==> src/rtl/reg_busy_scoreboard.sv <==
// Per-register pending-write scoreboard: counts in-flight writes per register
// and reports operand readiness and issue permission to the hazard logic.
module reg_busy_scoreboard #(
  parameter int unsigned NREGS    = 32,
  parameter int unsigned AW       = 5,
  parameter int unsigned MAX_PEND = 3,
  parameter int unsigned CW       = 3,
  parameter bit          BYPASS   = 1'b1
) (
  input  logic             clk,
  input  logic             clr,
  input  logic             issue_en,
  input  logic [AW-1:0]    issue_rd,
  output logic             issue_ok,
  input  logic             wb_en,
  input  logic [AW-1:0]    wb_rd,
  input  logic [AW-1:0]    rs1,
  input  logic [AW-1:0]    rs2,
  output logic             rs1_ready,
  output logic             rs2_ready,
  output logic [NREGS-1:0] busy_vec,
  output logic [AW+CW-1:0] pend_total,
  output logic             err_underflow
);

  logic [CW-1:0]    cnt_q [1:NREGS-1];
  logic [CW-1:0]    cnt_d [1:NREGS-1];
  logic [CW-1:0]    cnt_v [NREGS];
  logic [AW+CW-1:0] pend_total_q;
  logic [AW+CW-1:0] pend_total_d;
  logic             err_underflow_q;
  logic             err_underflow_d;

  logic iss_acc;
  logic wb_hit;
  logic wb_under;

  // Register 0 has no counter; expose it as a permanent zero.
  always_comb begin
    cnt_v[0] = '0;
    for (int i = 1; i < NREGS; i++) begin
      cnt_v[i] = cnt_q[i];
    end
  end

  always_comb begin
    issue_ok = (issue_rd == '0) ||
               (cnt_v[issue_rd] < CW'(MAX_PEND));
    iss_acc  = issue_en && issue_ok && (issue_rd != '0);
    wb_hit   = wb_en && (wb_rd != '0) && (cnt_v[wb_rd] != '0);
    wb_under = wb_en && (wb_rd != '0) && (cnt_v[wb_rd] == '0);
  end

  function automatic logic src_ready(input logic [AW-1:0] rs,
                                     input logic [CW-1:0] cnt);
    logic rdy;
    rdy = (rs == '0) || (cnt == '0);
    if (BYPASS && cnt == CW'(1) && wb_en && wb_rd == rs) begin
      rdy = 1'b1;
    end
    return rdy;
  endfunction

  always_comb begin
    rs1_ready = src_ready(rs1, cnt_v[rs1]);
    rs2_ready = src_ready(rs2, cnt_v[rs2]);
  end

  // Issue and retire on the same register cancel out.
  always_comb begin
    for (int i = 1; i < NREGS; i++) begin
      cnt_d[i] = cnt_q[i];
      if (iss_acc && issue_rd == AW'(i)) begin
        cnt_d[i] = cnt_d[i] + CW'(1);
      end
      if (wb_hit && wb_rd == AW'(i)) begin
        cnt_d[i] = cnt_d[i] - CW'(1);
      end
    end
    pend_total_d = pend_total_q;
    if (iss_acc && !wb_hit) begin
      pend_total_d = pend_total_q + (AW+CW)'(1);
    end else if (wb_hit && !iss_acc) begin
      pend_total_d = pend_total_q - (AW+CW)'(1);
    end
    err_underflow_d = err_underflow_q | wb_under;
  end

  always_ff @(posedge clk) begin
    if (clr) begin
      for (int i = 1; i < NREGS; i++) begin
        cnt_q[i] <= '0;
      end
      pend_total_q    <= '0;
      err_underflow_q <= 1'b0;
    end else begin
      for (int i = 1; i < NREGS; i++) begin
        cnt_q[i] <= cnt_d[i];
      end
      pend_total_q    <= pend_total_d;
      err_underflow_q <= err_underflow_d;
    end
  end

  always_comb begin
    busy_vec = '0;
    for (int i = 1; i < NREGS; i++) begin
      busy_vec[i] = (cnt_q[i] != '0);
    end
  end

  assign pend_total    = pend_total_q;
  assign err_underflow = err_underflow_q;

endmodule

==> config.mk <==
export PLATFORM = sky130hd
export DESIGN_NAME = reg_busy_scoreboard
export DESIGN_NICKNAME = d
export VERILOG_FILES = /design/src/rtl/reg_busy_scoreboard.sv
export SDC_FILE = /design/constraint.sdc
export NUM_CORES = 1
export LEC_CHECK = 0
export CORE_ASPECT_RATIO = 1.4
export CORE_MARGIN = 8
export CORE_UTILIZATION = 61
export DETAILED_ROUTE_END_ITERATION = 12
export GPL_TIMING_DRIVEN = 0
export HOLD_SLACK_MARGIN = 0.1
export PLACE_DENSITY = 0.82
export SYNTH_ARGS = -nofsm -noshare
export SYNTH_HDL_FRONTEND = slang
export SYNTH_SLANG_ARGS = --single-unit
==> constraint.sdc <==
create_clock -name clk -period 6.75 [get_ports clk]
set_input_delay 1.6875 -clock clk [delete_from_list [all_inputs] [get_ports clk]]
set_output_delay 1.6875 -clock clk [all_outputs]
set_load 0.005 [all_outputs]
# Word-level counts from Yosys, hierarchy flattened
# Memory sizes are Yosys's and may differ from the RTL's.
# Cells that the tools add are included.
[word_totals]
reg_bits = 9
ram_bits = 93
inputBits = 24
out_inout_bits = 44
elab_cells = 405
mem_count = 1
[classes]
addsub = 64
n_lt_le_gt_ge = 5
eq_ne = 66
n_mux = 112
n_bitwise = 36
n_reduce_logical = 119
[memory_table]
columns = ["name", "words", "word_bits", "read_ports", "rd_clocked_by_memory_dff", "wr", "line", "rtl"]
rows = [
  ["cnt_q", 31, 3, 31, 0, 31, "26", "logic [CW-1:0] cnt_q [1:NREGS-1];"],
]
[op_table]
columns = ["operator", "count"]
rows = [
  ["2-to-1 mux 3 bit", 101],
  ["== test 5 bit, second input constant", 32],
  ["nonzero test 3 bit", 32],
  ["adder 3 x 1 -> 3 bit, second input constant", 31],
  ["subtractor 3 x 1 -> 3 bit, second input constant", 31],
  ["== test 5 x 4 -> 1 bit, second input constant", 16],
  ["logical AND 1 bit", 73],
  ["binary-select mux 3 bit (select 5 bit)", 4],
  ["== test 5 x 3 -> 1 bit, second input constant", 8],
  ["bitwise OR 1 bit", 32],
  ["greater-or-equal comparator 6 bit, second input constant", 4],
  ["NOT 5 -> 6 bit", 4],
  ["== test 5 x 2 -> 1 bit, second input constant", 4],
  ["2-to-1 mux 8 bit", 2],
  ["zero test 5 bit", 3],
  ["== test 5 x 1 -> 1 bit, second input constant", 2],
  ["== test 5 bit", 2],
  ["nonzero test 5 bit", 2],
  ["zero test 3 bit", 3],
  ["adder 8 x 1 -> 8 bit, second input constant", 1],
  ["subtractor 8 x 1 -> 8 bit, second input constant", 1],
  ["== test 3 x 1 -> 1 bit, second input constant", 2],
  ["2-to-1 mux 1 bit", 5],
  ["logical OR 1 bit", 3],
  ["other kinds (3)", 4],
]

# Depth between registers and ports, before layout
# Gate-level depths: netlist (run 1).
[logic_depth]
depth_word = 13
ltp_mapped = 21
depth_no_buf = 17

# Worst setup path before layout (run 1)
# Ideal clock, no wire load.
[synth_path]
path_kind = "input -> register"
start = "input issue_rd[0]"
end = "register pend_total_q[7], in the netlist pend_total[7]"
setup_time_ps = 121
arrival_ps = 5709
required_time_ps = 6629
setup_slack_ps = 920
stages = 20
path_buffers = 3
cell_sequence = "buf_6 > mux4_2 > and3_4 > a311o_1 > nor2_4 > buf_6 > buf_4 > a21oi_1 > a31oi_1 > o211a_1 > ha_1 > inv_1 > ha_1 > a21o_1 > a21oi_1 > o21bai_1 > a2111oi_0 > or3_1 > mux2i_1 > mux2_2"
[synth_via]
elab_chain_cells = 11
word_cells_on_any_way = 15
cone_classes = "order compare (1); mux (4); bitwise (1); reduce/logical (9)"
[synth_lines]
columns = ["item", "line", "rtl"]
rows = [
  ["start, declared", "13", "input logic [AW-1:0] issue_rd,"],
  ["NOT 5 -> 6 bit (implied by the code)", "48", "(cnt_v[issue_rd] < CW'(MAX_PEND));"],
  ["binary-select mux 3 bit (select 5 bit)", "48", ""],
  ["2-to-1 mux 3 bit (implied by the code) (2 in a row)", "48", ""],
  ["less-than comparator 3 x 2 -> 1 bit", "48", ""],
  ["logical OR 1 bit *", "47", "issue_ok = (issue_rd == '0) ||"],
  ["named net issue_ok", "14", "output logic issue_ok,"],
  ["logical AND 1 bit * (2 in a row)", "49", "iss_acc = issue_en && issue_ok && (issue_rd != '0);"],
  ["zero test 1 bit", "83", "end else if (wb_hit && !iss_acc) begin"],
  ["logical AND 1 bit", "83", ""],
  ["nonzero test 2 bit (no line)", "--", ""],
  ["end signal, assigned", "100", "pend_total_q <= pend_total_d;"],
  ["end, declared", "29", "logic [AW+CW-1:0] pend_total_q;"],
]
# The timed path passes the listed nets; every way through them passes the cells marked *. The select of a mux whose other input is x is not followed.
# A chain may end at the register's enable or synchronous reset.

# Worst setup path after layout (run 1)
[layout_path]
start = "input issue_rd[1]"
end = "output issue_ok"
[layout_via]
elab_chain_cells = 6
word_cells_on_any_way = 7
cone_classes = "order compare (1); mux (3); bitwise (1); reduce/logical (2)"
[layout_lines]
columns = ["item", "line"]
rows = [
  ["NOT 5 -> 6 bit (implied by the code)", "48"],
  ["binary-select mux 3 bit (select 5 bit)", "48"],
  ["2-to-1 mux 3 bit (implied by the code) (2 in a row)", "48"],
  ["less-than comparator 3 x 2 -> 1 bit", "48"],
  ["logical OR 1 bit *", "47"],
  ["end, declared", "14"],
]
# Mark *: on every way between the ends. The rest lies on a longest branch, timed or not. The select of a mux whose other input is x is not followed.

==> metrics, run 1 <==
status=finished clean; die area=20860 sq um; cell area power density=146.5 nW/um^2; Synth Flop Type=dfxtp_1; core area=16170 sq um; CP Capture Type=output port; async set-or-reset flop fraction in the synthesized netlist=0; max-cap viol count=0; period utilization=0.9907; leakage=0.004260 uW; maximum clock path buffer count=2; Mapped Area=10030 sq um; Core Rows=55; R2R depth=19; CTS buffer count=9; # placed instances=1462; Iter 0 DRT Violations=1260; combinational family with the most area after synthesis=simple AND/OR/NAND/NOR gates; #FFs+latches synth=102; post-route antenna net violation count=0; distinct cell type count after synthesis=85; Final Hold Viols=0; Layout area overhead=11.54%; Reg-to-Reg Start=cnt_q[0][44]; Hold Path Class=reg2reg; number of global-route vias before repair=10390; xor/xnor share of the synthesized area=0.05625; die outline width=124.4 microns; # H-tree levels=3; average size of a mapped cell=8.305 sq um; crit path time final=6687 ps; Port Buf Inserts=54; Initial Utilization=0.6203; compound-cell area share of the yosys netlist=0.1691; clock root buffer=clkbuf_16; flop-to-flop setup slack=1690 ps; worst hold start=err_underflow; first-pass iteration count of the detailed router=6; drt drc=0; most frequent cells in the layout=nor2_1 (124), dfxtp_1 (102), ha_1 (100); FF-to-FF End=pend_total[7]; Worst EP required=5060 ps; Congestion Overflow GR=0; Clock Sinks=102; fmax=0.1495 GHz; clock-pin slew on the worst setup and hold paths=80 ps; slew margin rel.=0.05656; WL/cell=27.04 microns; Post-Synth Adder-Cell Area=0.1267; first-pass GRT wire length=60670 microns; commonest non-fill, non-tap cell in the layout=nor2_1; DIE HEIGHT=167.7 microns; Crit path arrival time=5000 ps; Tot GR Track Use=0.3768; CTS tree=yes; Post-synth EDFFs=0; Syn Inst Count=1208; Seq/Total Area, Yosys=0.2035; critical path startpoint category=primary input; initial antenna violation count=0; Post-Synth Simple-Gate Area=0.2270; mux cell area share after synthesis=0.1534; vias per cell=7.059; Worst-Margin Slew=1410 ps; Vias=10450; dpl hpwl=29700 microns; Hold Crit Endpoint=err_underflow; WS Path Type=in2out; final-stage net count=1401; net count after synthesis=1333; hold_ws=485.7 ps; fin cells=1480; Ports=68; global placement routability congestion=1.143; share of cells above drive strength 1=0.1062; RSZ-0062 raised after global routing=no; peak supply drop=0.1632 mV; yosys warns=0; peak fanout along the critical path=10; Skew-Pair Late Insertion Delay=370 ps; count of final setup violators=0; clock skew=10.35 ps; largest net degree at the start of global routing=19; Routed WL=40030 microns; hold path depth=2; Max Slew Vio Count=0; ant diodes=0
## stage by stage
stage / worst slack, ps / power [uW] / util / area [sq um] / setup TNS, ps
finish: 62.59 / 1639 / 0.6919 / 11190 / 0
global route: 41.69 / 1691 / 0.6919 / 11190 / 0
floorplan: 920.2 / 935.9 / - / 10030 / 0
global placement: -536.1 / 1090 / 0.6692 / 10820 / -674.2
detailed placement: -639.4 / 1100 / 0.6699 / 10830 / -791.7
CTS: 0.01910 / 1623 / 0.6886 / 11140 / 0
## how the worst max path moves through the flow
| stage | startpoint | to | slack [ps] | cells past startpoint |
|---|---|---|---|---|
| after floorplan | issue_rd[0] | pend_total[7] | 920 | 20 |
| after global placement | issue_rd[2] | pend_total[7] | -540 | 21 |
| after detailed placement | issue_rd[2] | pend_total[7] | -640 | 20 |
| after CTS | issue_rd[2] | pend_total[7] | 0.02 | 21 |
| after global routing | issue_rd[1] | issue_ok | 40 | 12 |
| final | issue_rd[1] | issue_ok | 60 | 12 |
## layout make-up
class	count	area, sq um
clock inverters	7	53.80
well taps	199	249.0
clock buffers	9	225.2
plain buffers	68	341.6
inverters	81	305.3
multi-input cells	956	7400
flip-flops and latches	102	2042
repair buffers	58	573.1
fillers	1383	4982
## sequential cells by signal, summed over array words and instances, names as in the netlist
signal	cells
err_underflow	1
pend_total	8
cnt_q	93
## layer usage
| metal | part of all wire | track usage | vias to the layer above | routed length [microns] |
|---|---|---|---|---|
| li1 | - | - | 4539 | - |
| met1 | 0.34 | 0.4123 | 4950 | 13670 |
| met2 | 0.46 | 0.6153 | 722 | 18450 |
| met3 | 0.11 | 0.1084 | 236 | 4588 |
| met4 | 0.083 | 0.2701 | 0 | 3312 |
| met5 | 0 | 0 | - | 0 |
## worst max-delay path, cell delays in order
cell and delay [ps]:
clkdlybuf4s50_1 570, buf_6 210, mux4_2 340, and3_4 200, a311o_1 380, nor2_4 160, buf_6 190, buf_4 230
a21oi_2 100, a31oi_2 250, buf_4 160, clkdlybuf4s50_1 490
## cell usage after synthesis (4+ instances only)
master / instances / area share
inv_1: 78 / 0.029
a21boi_0: 10 / 0.0075
buf_6: 4 / 0.0045
xor2_1: 16 / 0.014
xnor2_1: 44 / 0.038
and3_4: 4 / 0.0045
o211a_1: 7 / 0.0070
or4_1: 5 / 0.0037
a21o_1: 7 / 0.0052
a311oi_1: 6 / 0.0052
a2111oi_0: 5 / 0.0044
nand2b_1: 36 / 0.022
buf_4: 6 / 0.0045
mux2_2: 5 / 0.0056
clkbuf_1: 35 / 0.013
nor2_1: 125 / 0.047
and2_1: 15 / 0.0094
mux2i_1: 41 / 0.041
dfxtp_1: 102 / 0.20
buf_1: 6 / 0.0022
nor3b_1: 10 / 0.0075
nor3_1: 47 / 0.023
a21oi_1: 57 / 0.028
nand3b_1: 5 / 0.0037
a211oi_1: 25 / 0.019
a31oi_1: 20 / 0.012
nor4_1: 9 / 0.0056
nand3_1: 69 / 0.034
nor2b_1: 7 / 0.0044
and3_1: 11 / 0.0069
o2111ai_1: 7 / 0.0061
o211ai_1: 11 / 0.0082
ha_1: 100 / 0.12
mux4_2: 42 / 0.094
or2_2: 5 / 0.0031
a41oi_1: 13 / 0.011
o21ai_0: 21 / 0.010
mux2_1: 4 / 0.0045
buf_2: 18 / 0.0090
nand2_1: 93 / 0.035
## logic make-up after synthesis
family	Yosys count
adders and majority gates	101
buffers and inverters	150
other	1
DFF	102
muxes	97
AOI/OAI and AO/OA	233
xor gates and xnor gates	62
and+or+nand+nor	462
## where the power goes
group          leakage [uW]  switching [uW]  internal, uW
Sequential         0.000824            25.3           622
Clock              0.000141             275           257
Combinational       0.00329             270           190
Total               0.00426             570          1070
## repair_timing
item                       in CTS  in global routing
setup buffers                   0                  3
hold buffers                    0                  0
setup endpoints to repair       2                  2
gates resized for setup         9                  9
pin swaps                       0                  2
Note: power is estimated with default switching activity, not from simulation.
==> run 2, diff against run 1 <==
- SLEW_MARGIN: default -> 40
==> run 2 against run 1 <==
Against the previous run: non-clock buffer count decreased by 3; clock power hardly changed; core utilization rose by 0.17 points; critical endpoint is now pend_total[7]; largest power group unchanged.
==> metrics, run 2 (synthesis gave the netlist of run 1 again) <==
Initial Utilization=0.6203 (unchanged); cell area power density=146.3 nW/um^2 (was 146.5 nW/um^2); ant diodes=0 (unchanged); clock root buffer=clkbuf_16 (unchanged); most frequent cells in the layout=nor2_1 (121), dfxtp_1 (102), ha_1 (100) (was nor2_1 (124), dfxtp_1 (102), ha_1 (100)); largest net degree at the start of global routing=20 (was 19); clock-pin slew on the worst setup and hold paths=80 ps (about the same); peak supply drop=0.1619 mV (was 0.1632 mV); Crit path arrival time=7010 ps (was 5000 ps); period utilization=0.9992 (was 0.9907); share of cells above drive strength 1=0.1119 (was 0.1062); Worst EP required=7010 ps (was 5060 ps); fmax=0.1483 GHz (was 0.1495 GHz); crit path time final=6745 ps (was 6687 ps); die area=20860 sq um (unchanged); CTS tree=yes (unchanged); post-route antenna net violation count=0 (unchanged); Max Slew Vio Count=0 (unchanged); # placed instances=1462 (unchanged); Clock Sinks=102 (unchanged); Largest register FFs=93 (unchanged); Layout area overhead=11.81% (was 11.54%); CTS buffer count=9 (unchanged); Routed WL=39600 microns (was 40030 microns); number of global-route vias before repair=10270 (was 10390); count of final setup violators=0 (unchanged); WS Path Type=in2reg (was in2out); max-cap viol count=0 (unchanged); Hold Path Class=reg2reg (unchanged); Vias=10510 (was 10450); maximum clock path buffer count=2 (unchanged); dpl hpwl=29670 microns (was 29700 microns); first-pass iteration count of the detailed router=7 (was 6); first-pass GRT wire length=60020 microns (was 60670 microns); commonest non-fill, non-tap cell in the layout=nor2_1 (unchanged); status=finished clean (unchanged); met3 wire len=4760 microns (was 4588 microns); vias per cell=7.114 (was 7.059); leakage=0.004257 uW (was 0.004260 uW); Final Cell Area=11220 sq um (was 11190 sq um); met2 WL=17810 microns (was 18450 microns); final total power=1641 uW (was 1639 uW); Final Util=0.6936 (was 0.6919); final-stage net count=1398 (was 1401); Iter 0 DRT Violations=1454 (was 1260); Port Buf Inserts=54 (unchanged); Ports=68 (unchanged); DIE HEIGHT=167.7 microns (unchanged); Skew-Pair Late Insertion Delay=370 ps (about the same); slew margin rel.=0.3575 (was 0.05656); Final Hold Viols=0 (unchanged); Most flops, register=cnt_q (unchanged); M1 WL=13340 microns (was 13670 microns); Worst-Margin Slew=955.0 ps (was 1410 ps); peak fanout along the critical path=10 (unchanged); CP Capture Type=flop (was output port); fin cells=1477 (was 1480); die outline width=124.4 microns (unchanged); area post-placement=10870 sq um (was 10830 sq um); Core Rows=55 (unchanged); Congestion Overflow GR=0 (unchanged); initial antenna violation count=0 (unchanged); fill count=1358 (was 1383); DR top layer=met4 (unchanged); Tot GR Track Use=0.3737 (was 0.3768); WL/cell=26.81 microns (was 27.04 microns); global placement routability congestion=1.143 (unchanged); # H-tree levels=3 (unchanged); clock skew=8.533 ps (was 10.35 ps); drt drc=0 (unchanged); core area=16170 sq um (unchanged); critical path startpoint category=primary input (unchanged)
==> run 2: cell count changes in the layout (fill, tap and decap cells not counted), moves of 3 or more <==
cell,previous run,this run
nor2_2,1,4
nor2_1,124,121
buf_4,11,7
a2111oi_2,0,3
==> run 2: area by class of cell <==
cell class / count / area, sq um / share of cell area
inverters: 81 / 305.3 / 0.02722
multi-input cells: 956 / 7442 / 0.6635
repair buffers: 55 / 550.5 / 0.04908
clock buffers: 9 / 225.2 / 0.02008
well taps: 199 / 249.0 / 0.02220
plain buffers: 68 / 347.8 / 0.03101
flip-flops and latches: 102 / 2042 / 0.1820
clock inverters: 7 / 55.05 / 0.004908
==> run 2: repair_timing <==
action,CTS,global route
pin swaps,0,3
setup buffers,0,0
resized for setup,9,7
hold buffers,0,0
endpoints found under the setup margin,2,1
==> run 2: path summary, 6_finish.rpt <==
kind | start | to | slack [ps] | cells past startpoint
max | issue_rd[1] | pend_total[7] | 5 | 22
min | err_underflow | err_underflow | 480 | 2
max reg2reg | cnt_q[0][44] | pend_total[7] | 1560 | 19
min reg2reg | err_underflow | err_underflow | 480 | 2
==> run 2: worst max-delay path, cell delays in order <==
cell	delay [ps]
clkdlybuf4s50_1	580
buf_6	220
buf_6	200
buf_4	230
nand4_1	210
a311oi_4	410
nor2_4	100
buf_6	170
buf_4	200
a21oi_1	270
a31oi_2	120
o211a_4	230
ha_1	240
inv_2	150
ha_1	250
a21o_1	170
a21oi_1	260
o21bai_1	120
a2111oi_0	420
or3_1	210
mux2i_1	190
mux2_2	340
==> run 2: where the power goes <==
part           total (uW)  switching [uW]  internal [uW]
registers             648            25.3            622
logic                 463             274            189
clock network         531             275            256
total                1640             573           1070
==> run 2: metal layers <==
metal / vias to the layer above / global-route usage
met4: 0 / 0.3085
li1: 4516 / -
met1: 4962 / 0.4116
met2: 794 / 0.5975
met5: - / 0
met3: 235 / 0.09573
==> run 2: per-stage QoR <==
step	setup WS [ps]	hold WS [ps]	setup TNS, ps
after global placement	-536.1	447.5	-674.2
after detailed placement	-630.7	466.9	-755.7
after global routing	-2.315	513.6	-2.315
final	5.266	480.3	0
after CTS	73.58	485.5	0
after floorplan	920.2	460.4	0
==> run 3, diff against run 2 <==
- CORE_UTILIZATION: 61 -> 55
- HOLD_SLACK_MARGIN: 0.1 -> default
- PLACE_DENSITY: 0.82 -> 0.78
- REMOVE_ABC_BUFFERS: default -> 1
- clock period: 6.75 -> 6.1 ns (I/O delays scaled with it)
==> run 3 against run 2 <==
Against the previous run: sequential share of layout area fell by 0.12 points; largest cell class unchanged; clock skew up 4.3 ps; final cell count grew 0.34%; critical path type is now in2out; largest power group unchanged.
==> metrics, run 3 (synthesis gave the netlist of run 1 again) <==
status=finished clean (unchanged); drt drc=0 (unchanged); crit path time final=5969 ps; Initial Utilization=0.5597 (was 0.6203); DIE HEIGHT=175.8 microns (was 167.7 microns); Port Buf Inserts=66 (was 54); Setup WS pre-CTS=-776.5 ps (was -630.7 ps); Clk network pwr share=0.333 (was 0.323); most frequent cells in the layout=nor2_1 (119), dfxtp_1 (102), ha_1 (100) (was nor2_1 (121), dfxtp_1 (102), ha_1 (100)); die outline width=130.1 microns (was 124.4 microns); RSZ-0062 raised after global routing=no; vias per cell=6.816 (was 7.114); die area=22880 sq um (was 20860 sq um); fmax=0.1675 GHz; post-route antenna net violation count=0 (unchanged); Vias=10100 (was 10510); Skew-Pair Late Insertion Delay=370 ps (about the same); number of global-route vias before repair=9846 (was 10270); fill count=1558 (was 1358); met3 Resource Use GR=0.08558 (was 0.09573); clock-pin slew on the worst setup and hold paths=70 ps (was 80 ps); clock skew=12.87 ps (was 8.533 ps); R2R depth=16 (was 19); share of cells above drive strength 1=0.1200 (was 0.1119); leakage=0.004267 uW (was 0.004257 uW); hold_ws=521.1 ps (was 480.3 ps); WS Path Type=in2out (was in2reg); CP Capture Type=output port (was flop); dpl hpwl=23640 microns (was 29670 microns); CP peak stage delay=890 ps (was 580 ps); cell area power density=160.6 nW/um^2 (was 146.3 nW/um^2); commonest non-fill, non-tap cell in the layout=nor2_1 (unchanged); initial antenna violation count=0 (unchanged); Hold Path Class=reg2reg (unchanged); peak fanout along the critical path=14 (was 10); delay-heaviest family, CP=buffers and inverters (was compound AO/OA/AOI/OAI gates); Routed WL=33960 microns (was 39600 microns); slew margin rel.=0.3909 (was 0.3575); Final Cell Area=11290 sq um (was 11220 sq um); setup TNS=0 ps (unchanged); met1 Use GR=0.3249 (was 0.4116); core area=17920 sq um (was 16170 sq um); Tot GR Track Use=0.3003 (was 0.3737); Critical-path top delay cell=clkdlybuf4s50_1 (unchanged); GR met2 Demand/Resource=0.4845 (was 0.5975); Reg power frac=0.394 (was 0.395); ordered cell list for the critical path=clkdlybuf4s50_1 > xor2_1 > nor4_1 > nand3_1 > a221o_1 > o21ai_0 > clkdlybuf4s50_1 (was clkdlybuf4s50_1 > buf_6 > buf_6 > buf_4 > nand4_1 > a311oi_4 > nor2_4 > buf_6 > buf_4 > a21oi_1 > a31oi_2 > o211a_4 > ha_1 > inv_2 > ha_1 > a21o_1 > a21oi_1 > o21bai_1 > a2111oi_0 > or3_1 > mux2i_1 > mux2_2); Buf+Inv Stages, Crit Path=2 (was 7); Clock Sinks=102 (unchanged); flop-to-flop setup slack=1270 ps (was 1560 ps); crit-path most repeated cell=clkdlybuf4s50_1 (was buf_6); Final Hold Viols=0 (unchanged); maximum clock path buffer count=2 (unchanged); clock root buffer=clkbuf_16 (unchanged); Ports=68 (unchanged); Crit. path cell count=7 (was 22); final-stage net count=1364 (was 1398); first-pass GRT wire length=53230 microns (was 60020 microns); Layout area overhead=12.57% (was 11.81%); count of final setup violators=0 (unchanged); period utilization=0.9785; Worst-Margin Slew=910.8 ps (was 955.0 ps); Iter 0 DRT Violations=1399 (was 1454); Max Slew Vio Count=0 (unchanged); CTS buffer count=9 (unchanged); area post-placement=10810 sq um (was 10870 sq um); Most flops, register=cnt_q (unchanged); first-pass iteration count of the detailed router=6 (was 7); global placement routability congestion=0.9922 (was 1.143); largest net degree at the start of global routing=46 (was 20); CTS tree=yes (unchanged); switching share of total power=0.3295 (was 0.3494); peak supply drop=0.2147 mV (was 0.1619 mV); Final Util=0.6300 (was 0.6936); sw power=597.6 uW (was 573.5 uW); ant diodes=0 (unchanged); Comb power frac=0.272 (was 0.282); Congestion Overflow GR=0 (unchanged); setup ws final=131.3 ps (was 5.266 ps); Crit path arrival time=4440 ps (was 7010 ps); WL/cell=22.91 microns (was 26.81 microns); GR peak layer=met2 (unchanged); critical path startpoint category=primary input (unchanged); internal power=1216 uW (was 1068 uW); Core Rows=58 (was 55); # H-tree levels=3 (unchanged); Reg-to-Reg Start=cnt_q[1][0] (was cnt_q[0][44]); hold path depth=2 (unchanged); Critical path origin=rs1[1] (was issue_rd[1]); Largest register FFs=93 (unchanged); Worst EP required=4580 ps (was 7010 ps); FF-to-FF End=pend_total[7] (unchanged); hold buffer count at CTS=0 (unchanged); max-cap viol count=0 (unchanged); worst hold start=err_underflow (unchanged); Hold Crit Endpoint=err_underflow (unchanged)
[run 3: cell types whose count changed in the layout (fill, tap and decap cells not counted), sizes merged]
cell           change
nor2               +2
buf                -1
clkdlybuf4s50      -1
a2111o             +1
inv                -3
clkinv             -2
dlymetal6s2s       +1
clkdlybuf4s18      -1
bufinv             +1
clkinvlp           +2
clkbuf            -35
[run 3: cell type report]
type	count	area, sq um	share of cell area
sequential	102	2042	0.1808
clock inverter	5	61.31	0.005429
multi-input combinational	959	7545	0.6681
inverter	81	306.5	0.02714
tap	240	300.3	0.02659
timing repair buffer	86	813.3	0.07201
clock buffer	9	225.2	0.01994
[run 3: power groups by stage]
stage	registers (uW)	clock network (uW)	logic, uW
after floorplan	726	0	265
after global placement	730	0	443
after detailed placement	730	0	459
after CTS	715	605	468
after global routing	719	632	531
final	715	605	494
[run 3: timing repair]
| item | CTS | global route |
|---|---|---|
| endpoints found under the setup margin | 4 | 2 |
| gates cloned | 2 | 1 |
| resized for setup | 8 | 8 |
| pin swaps | 2 | 5 |
| buffers inserted | 0 | 15 |
[run 3: how the worst max path moves through the flow]
stage,to,slack (ps)
final,rs1_ready,130
after global routing,pend_total[7],10
after CTS,pend_total[7],70
after detailed placement,pend_total[7],-780
after global placement,pend_total[7],-1960
after floorplan,pend_total[7],460
[run 3: tightest hold or removal path, cell delays in order, from the launching register on]
cell and delay [ps]:
dfxtp_1 360, a21oi_1 50, nor2_1 80
[run 3: stage by stage]
step	instances	power (uW)
2_1_floorplan	1139	990.7
3_3_place_gp	1445	1173
3_5_place_dp	1450	1190
4_1_cts	1466	1788
5_1_grt	1482	1882
6_report	1482	1814
[run 3: routing by layer]
metal / vias up / routed length (microns)
met2: 695 / 15590
met4: 0 / 2749
met3: 231 / 3746
met5: - / 0
met1: 4720 / 11870
li1: 4455 / -
